==> src/rtl/dot_accum.sv <==
// dot_accum: sums LEN unsigned products into one saturating result and
// presents it on a valid/ready port, stalling the product stream while it waits.
module dot_accum #(
    parameter int PROD_W = 16,
    parameter int ACC_W  = 24,
    parameter int LEN    = 8
) (
    input  logic              clk,
    input  logic              rst,
    input  logic              clr,
    input  logic [PROD_W-1:0] prod,
    input  logic              prod_valid,
    output logic              prod_ready,
    output logic [ACC_W-1:0]  out_data,
    output logic              out_ovf,
    output logic              out_valid,
    input  logic              out_ready,
    output logic [7:0]        grp_cnt
);

    typedef enum logic {
        COLLECT,
        HOLD
    } state_t;

    localparam logic [7:0]       LAST   = 8'(LEN - 1);
    localparam logic [ACC_W-1:0] SAT_MX = {ACC_W{1'b1}};

    state_t           state_q, state_d;
    logic [ACC_W-1:0] acc_q, acc_d;
    logic [ACC_W-1:0] data_q, data_d;
    logic [7:0]       cnt_q, cnt_d;
    logic             sat_q, sat_d;
    logic             ovf_q, ovf_d;

    logic [ACC_W-1:0] acc_base;
    logic [7:0]       cnt_base;
    logic             sat_base;
    logic [ACC_W:0]   sum_w;
    logic [ACC_W-1:0] sum_sat;
    logic             sat_next;
    logic             accept;
    logic             take;
    logic             last;

    assign out_valid  = (state_q == HOLD);
    assign prod_ready = !out_valid || out_ready;
    assign accept     = prod_valid && prod_ready;
    assign take       = out_valid && out_ready;

    assign out_data = data_q;
    assign out_ovf  = ovf_q;
    assign grp_cnt  = cnt_q;

    // clr empties the partial group before a same-cycle product is added
    always_comb begin
        acc_base = acc_q;
        cnt_base = cnt_q;
        sat_base = sat_q;
        if (clr) begin
            acc_base = '0;
            cnt_base = '0;
            sat_base = 1'b0;
        end
    end

    always_comb begin
        sum_w    = {1'b0, acc_base} + {{(ACC_W + 1 - PROD_W){1'b0}}, prod};
        sum_sat  = sum_w[ACC_W] ? SAT_MX : sum_w[ACC_W-1:0];
        sat_next = sat_base | sum_w[ACC_W];
        last     = (cnt_base == LAST);
    end

    always_comb begin
        state_d = state_q;
        acc_d   = acc_base;
        cnt_d   = cnt_base;
        sat_d   = sat_base;
        data_d  = data_q;
        ovf_d   = ovf_q;

        if (accept) begin
            if (last) begin
                acc_d = '0;
                cnt_d = '0;
                sat_d = 1'b0;
            end else begin
                acc_d = sum_sat;
                cnt_d = cnt_base + 8'd1;
                sat_d = sat_next;
            end
        end

        unique case (state_q)
            COLLECT: begin
                if (accept && last) begin
                    data_d  = sum_sat;
                    ovf_d   = sat_next;
                    state_d = HOLD;
                end
            end
            HOLD: begin
                // a completing product in HOLD implies a take: zero-bubble reload
                if (accept && last) begin
                    data_d  = sum_sat;
                    ovf_d   = sat_next;
                    state_d = HOLD;
                end else if (take) begin
                    state_d = COLLECT;
                end
            end
            default: state_d = COLLECT;
        endcase
    end

    always_ff @(posedge clk) begin
        if (rst) begin
            state_q <= COLLECT;
            acc_q   <= '0;
            cnt_q   <= '0;
            sat_q   <= 1'b0;
            data_q  <= '0;
            ovf_q   <= 1'b0;
        end else begin
            state_q <= state_d;
            acc_q   <= acc_d;
            cnt_q   <= cnt_d;
            sat_q   <= sat_d;
            data_q  <= data_d;
            ovf_q   <= ovf_d;
        end
    end

endmodule

==> config.mk <==
export PLATFORM = sky130hd
export DESIGN_NAME = dot_accum
export DESIGN_NICKNAME = d
export VERILOG_FILES = /design/src/rtl/dot_accum.sv
export SDC_FILE = /design/constraint.sdc
export NUM_CORES = 1
export LEC_CHECK = 0
export ABC_AREA = 1
export BUFFER_PORTS_ARGS = -buffer_cell sky130_fd_sc_hd__buf_2
export CAP_MARGIN = 30
export CORE_ASPECT_RATIO = 0.9
export CORE_MARGIN = 2
export CORE_UTILIZATION = 40
export CTS_CLUSTER_SIZE = 14
export DETAILED_ROUTE_END_ITERATION = 16
export SETUP_SLACK_MARGIN = 0.15
export SYNTH_ARGS = -nofsm -noshare
export SYNTH_HDL_FRONTEND = slang
export SYNTH_SLANG_ARGS = --single-unit
==> constraint.sdc <==
create_clock -name clk -period 4.95 [get_ports clk]
set_input_delay 0.7425 -clock clk [delete_from_list [all_inputs] [get_ports clk]]
set_output_delay 0.7425 -clock clk [all_outputs]
set_load 0.1 [all_outputs]
==> impl_results.md, run 1 <==
* Int Power at 795.6 uW
* WP data required at 5.14 ns
* Gate Count Post-Synth at 623
* Fill cell count at 1012
* Worst-path fanout max at 27
* Clock share of power at 0.410
* Routed WL at 9.987 mm
* Crit path launch type: input pin
* CP max-delay cell: buf_2
* Number of global-route vias before repair at 3677
* Die Width at 109.1 um
* Pwr dens at 247.2 nW/um^2
* HP Start: out_data[14]
* CTS Buf Count at 9
* Synth Warn # at 0
* EDFF count, synth at 0
* Synth top area share at 0.2969
* Via count at 3732
* Largest net degree at the start of global routing at 31
* Status: complete, no violations
* Slew @ Worst Pin at 0.7686 ns
* # resized after CTS at 0
* Post-synthesis instance area at 3978 sq um
* Post-DR vias/cell at 4.642
* Share of cells above drive strength 1 at 0.1711
* Sw Ratio at 0.2862
* Total Neg Setup Slack at 0 ns
* Slew margin rel. at 0.4876
* Worst r2r src: acc_q[0]
* Fmax at 316.6 MHz
* Clock sink count at 59
* Total core area at 9657 sq um
* Synthesized net count at 662
* Wire per inst at 12.42 um
* Tmin final at 3.159 ns
* Cell Chain, Critical Path: buf_2 > nor2_1 > ha_1 > fa_1 > nand2_1 > nand2_1 > nand3_2 > nand2_2 > nand2_2 > nand2_4 > nand2_4 > inv_2 > or2_1 > nand2_1 > a21oi_1
* Htree depth at 3
* Detailed Routing Iterations Pass 1 at 4
* Final hold violation count at 0
* Antenna-violating nets left at 0
* Final slew viol count at 0
* Crit path launch: clr
* Max Root-Sink Buffers at 2
* Post-CTS Hold Buffers at 0
* FP Rows at 34
* Comb pwr share at 0.152
* Final clock skew at 0.01282 ns
* Unrepaired setup endpoints after global routing: false
* Seq cells post-synth at 59
* Sequential power share at 0.438
* Initial detailed-routing violation count at 163
* Delay-heaviest family, CP: simple AND/OR/NAND/NOR gates
* CP max stage delay at 0.48 ns
* I/O Buffers at 55
* Final critical-path share of the clock period at 0.6381
* Worst Path Buf+Inv at 2
* Most frequent cells in the layout: nand2_1, inv_1, nor2_1
* Antenna cells at 0
* RD Place Congestion at 0.8679
* Initial antenna violation count at 0
* CTS clk-pin slew, worst paths at 0.07 ns
* Async SR Flop Fraction at 0
* Sw power at 319.0 uW
* Yosys top cell by area: dfxtp_1
* P&R area growth vs syn at 13.37%
* Residual DRC at 0
* Synth area leaders: dfxtp_1, nand2_1, inv_1
* CP most frequent cell: nand2_1
* Number of max-cap violations at 0
* Avg Cell Area, Syn at 6.385 sq um
* Later-pin clock latency in the skew report at 0.35 ns
* Most common cell after layout, fill and taps aside: nand2_1
* Number of top-level pins at 56
* Hold Crit Class: reg -> reg
* Final hold slack at 0.4471 ns
* Initial Utilization at 0.4119
* Signal arrival time at the worst endpoint at 3.35 ns
* Seq/Total Area, Yosys at 0.2969
* Hpwl dp at 7.498 mm
* Critical Path Sink Type: flop
* Worst IR drop on VDD at 0.0001555 V
* Setup Buffers After CTS at 0
* Top_reg_cell synth: dfxtp_1
* Gr usage total at 0.2025
* TritonCTS clock tree: yes
* Kind of critical path: in -> reg
* Die ar. at 10760 sq um
* Die Y at 98.60 um
* Clk root buf: clkbuf_8
* Leakage at 2.363 nW
* Unique masters post-synth at 42
* Final net count at 713
* First-pass GRT wire length at 17.19 mm
* GRT overflow at 0
* Setup violators final at 0
## worst register-to-register path: stages, from the launching register on
cell and delay [ns]:
dfxtp_1 0.30, inv_1 0.04, nor2_1 0.04, ha_1 0.25, fa_1 0.40, nand2_1 0.10
nand2_1 0.11, nand3_2 0.12, nand2_2 0.08, nand2_2 0.09, nand2_4 0.08, nand2_4 0.25
inv_2 0.13, or2_1 0.24, nand2_1 0.06, a21oi_1 0.06
## area by class of cell
type | count | area, sq um | area share
multi-input combinational | 452 | 2307 | 0.5117
sequential | 59 | 1181 | 0.2619
inverter | 95 | 364.1 | 0.08074
timing repair buffer | 57 | 297.8 | 0.06604
tap | 126 | 157.7 | 0.03496
clock buffer | 11 | 151.4 | 0.03357
clock inverter | 4 | 50.05 | 0.01110
## Yosys cell counts (3+ instances only)
master / instances
buf_2: 3
a22o_1: 6
nand2_2: 8
o21bai_1: 3
o21ai_0: 8
ha_1: 17
nand2_4: 5
nor2_1: 64
nor2_2: 3
or2_2: 3
a21oi_2: 6
nand2_1: 217
buf_6: 5
nand4_1: 3
clkbuf_1: 7
a21oi_1: 33
dfxtp_1: 59
xor2_1: 6
nor3_1: 5
or2_1: 7
nand3_2: 9
inv_1: 91
nand3_1: 32
## flip-flops by register name, indices dropped and copies added, names as in the netlist
name       flops
out_ovf        1
out_data      24
acc_q         24
grp_cnt        8
sat_q          1
out_valid      1
## kinds of logic after synthesis
family | synth area share
AO/OA/AOI/OAI | 0.09343
adder cells (fa/ha/maj) | 0.05851
AND/OR/NAND/NOR | 0.4127
flip-flops | 0.2969
XOR/XNOR | 0.01541
buffers and inverters | 0.1230
## power by group through the flow
stage,sequential (mW),combinational [mW],clock (mW)
2_1_floorplan,0.506,0.122,0
3_3_place_gp,0.499,0.166,0
3_5_place_dp,0.499,0.169,0
4_1_cts,0.488,0.170,0.469
5_1_grt,0.489,0.193,0.491
6_report,0.488,0.169,0.457
## through the flow
stage                     instance area [sq um]  power [mW]  utilization  cells  setup slack (ns)
after floorplan                            3978      0.6286            -    623             1.954
after global placement                     4293      0.6652       0.4445    788             1.498
after detailed placement                   4308      0.6681       0.4461    789             1.447
after CTS                                  4509       1.127       0.4670    804             1.796
after global routing                       4509       1.174       0.4670    804             1.561
final                                      4509       1.115       0.4670    804             1.791
## layer usage
layer	GRT usage	up-vias	routed length [um]
li1	-	2027	-
met1	0.2847	1627	5064
met3	0.04894	6	507
met2	0.3091	72	4341
met4	0.05325	0	73
met5	0	-	0
## path summary, 6_finish.rpt
| kind | to | slack, ns | cells after the start |
|---|---|---|---|
| hold / removal | out_data[14] | 0.45 | 2 |
| hold reg to reg | out_data[14] | 0.45 | 2 |
| setup / recovery | acc_q[6] | 1.79 | 15 |
| setup reg to reg | acc_q[6] | 2.43 | 15 |
(Power assumes the default switching activity.)
==> run 2: changes to the inputs <==
Clock period 4.95 ns to 2.7 ns, I/O delays scaled along.
==> run 2 against run 1 <==
Against the previous run:
- design area grew 1.9%
- count of clock-buffer cells in the layout shrank 1
- first-iteration DRC count grew 18%
- via count grew 2.9%
- register-to-register slack lost 2.1 ns
- clock power grew 84%
- combinational power grew 91%
- die area is the same
- flip-flop and latch count is the same
- final cell count grew 1.4%
- setup slack lost 1.4 ns
- critical endpoint is now acc_q[1]
- largest power group unchanged
==> impl_results.md, run 2 (same netlist as run 1, synthesis figures left out) <==
* Later-pin clock latency in the skew report at 0.36 ns
* Residual DRC at 0
* Die Y at 98.60 um
* FP Rows at 34
* Detailed Routing Iterations Pass 1 at 4
* Final net count at 723
* Critical Path Sink Type: flop
* Largest net degree at the start of global routing at 30
* Number of global-route vias before repair at 3709
* Slew margin rel. at 0.5845
* Max Root-Sink Buffers at 2
* TritonCTS clock tree: yes
* Initial detailed-routing violation count at 192
* Gr usage total at 0.2061
* Setup Buffers After CTS at 0
* Total Neg Setup Slack at 0 ns
* Slew @ Worst Pin at 0.6226 ns
* Die Width at 109.1 um
* Signal arrival time at the worst endpoint at 2.58 ns
* Worst IR drop on VDD at 0.0003201 V
* Kind of critical path: reg -> reg
* Initial Utilization at 0.4119
* Final critical-path share of the clock period at 0.8703
* Routed WL at 10.38 mm
* CTS Buf Count at 9
* GRT overflow at 0
* Most frequent cells in the layout: nand2_1, inv_1, nor2_1
* Share of cells above drive strength 1 at 0.1858
* Int Power at 1.446 mW
* Sequential power share at 0.435
* Htree depth at 3
* Post-CTS Hold Buffers at 0
* Final hold violation count at 0
* Hold Crit Class: in -> reg
* Pwr dens at 447.8 nW/um^2
* Die ar. at 10760 sq um
* Post-DR vias/cell at 4.710
* Leakage at 2.401 nW
* Hpwl dp at 7.992 mm
* Setup violators final at 0
* Most common cell after layout, fill and taps aside: nand2_1
* Initial antenna violation count at 0
* P&R area growth vs syn at 15.57%
* Via count at 3839
* Unrepaired setup endpoints after global routing: false
* WP data required at 2.93 ns
* CTS clk-pin slew, worst paths at 0.07 ns
* Tmin final at 2.350 ns
* Design area at 4597 sq um
* Final clock skew at 0.009692 ns
* First-pass GRT wire length at 17.51 mm
* Sw Ratio at 0.2977
* Status: complete, no violations
* Worst-path fanout max at 13
* Clock sink count at 59
* Antenna-violating nets left at 0
* Antenna cells at 0
* Number of max-cap violations at 0
* Area after DPL at 4385 sq um
* Fmax at 425.6 MHz
* Sw power at 612.7 uW
* I/O Buffers at 55
* RD Place Congestion at 0.8642
* Clock share of power at 0.408
* Number of top-level pins at 56
* Comb pwr share at 0.157
* Total core area at 9657 sq um
* Clk root buf: clkbuf_8
* Crit path launch type: flop
* Final slew viol count at 0
* Wire per inst at 12.73 um
## run 2: cell count changes in the layout (fill, tap and decap cells not counted), sizes merged
cell,previous run,this run
buf,57,67
clkinv,1,4
clkinvlp,2,1
clkbuf,11,10
## run 2: repair_timing
action / CTS / global route
endpoints found under the setup margin: 0 / 8
hold endpoints to repair: 0 / 0
gates resized for setup: 0 / 1
## run 2: routing by layer
metal	track usage	up-vias	routed length (um)
met5	0	-	0
met1	0.2899	1696	5371
met3	0.03902	15	441
met4	0.06213	0	163
met2	0.3182	76	4401
li1	-	2052	-
## run 2: power groups by stage
stage | clock network, mW | logic [mW] | registers [mW]
3_3_place_gp | 0 | 0.315 | 0.915
2_1_floorplan | 0 | 0.225 | 0.928
3_5_place_dp | 0 | 0.320 | 0.916
5_1_grt | 0.894 | 0.362 | 0.897
6_report | 0.841 | 0.322 | 0.895
4_1_cts | 0.864 | 0.322 | 0.895
## run 2: final cells by class
type / instances / area, sq um
Fill cell: 999 / 5060
Multi-Input combinational cell: 452 / 2318
Sequential cell: 59 / 1181
Timing Repair Buffer: 67 / 372.9
Inverter: 95 / 364.1
Tap cell: 126 / 157.7
Clock buffer: 10 / 137.6
Clock inverter: 6 / 65.06
## run 2: critical path, cell delays in order, from the launching register on
cell and delay (ns):
dfxtp_1 0.30, inv_1 0.05, nor2_1 0.05, ha_1 0.22
fa_1 0.40, nand2_1 0.11, nand2_1 0.10, nand3_2 0.13
nand2_2 0.08, nand2_2 0.08, nand2_4 0.09, nand2_8 0.15
inv_2 0.09, or2_1 0.23, nand2_1 0.06, a21oi_1 0.06
## run 2: stage by stage
stage / setup slack [ns] / hold WS (ns) / power [mW] / instances / util
2_1_floorplan: 0.1416 / 0.5089 / 1.153 / 623 / -
3_3_place_gp: -0.02855 / 0.4319 / 1.230 / 798 / 0.4526
3_5_place_dp: -0.05167 / 0.4356 / 1.236 / 799 / 0.4541
4_1_cts: 0.2993 / 0.3233 / 2.081 / 815 / 0.4751
5_1_grt: 0.1745 / 0.3474 / 2.154 / 815 / 0.4760
6_report: 0.3501 / 0.3329 / 2.059 / 815 / 0.4760
## run 2: path summary, 6_finish.rpt
path | startpoint | to | slack (ns) | cells after the start
setup reg to reg | acc_q[0] | acc_q[1] | 0.35 | 15
setup / recovery | acc_q[0] | acc_q[1] | 0.35 | 15
hold / removal | out_ready | out_valid | 0.33 | 4
hold reg to reg | out_data[3] | out_data[3] | 0.45 | 2
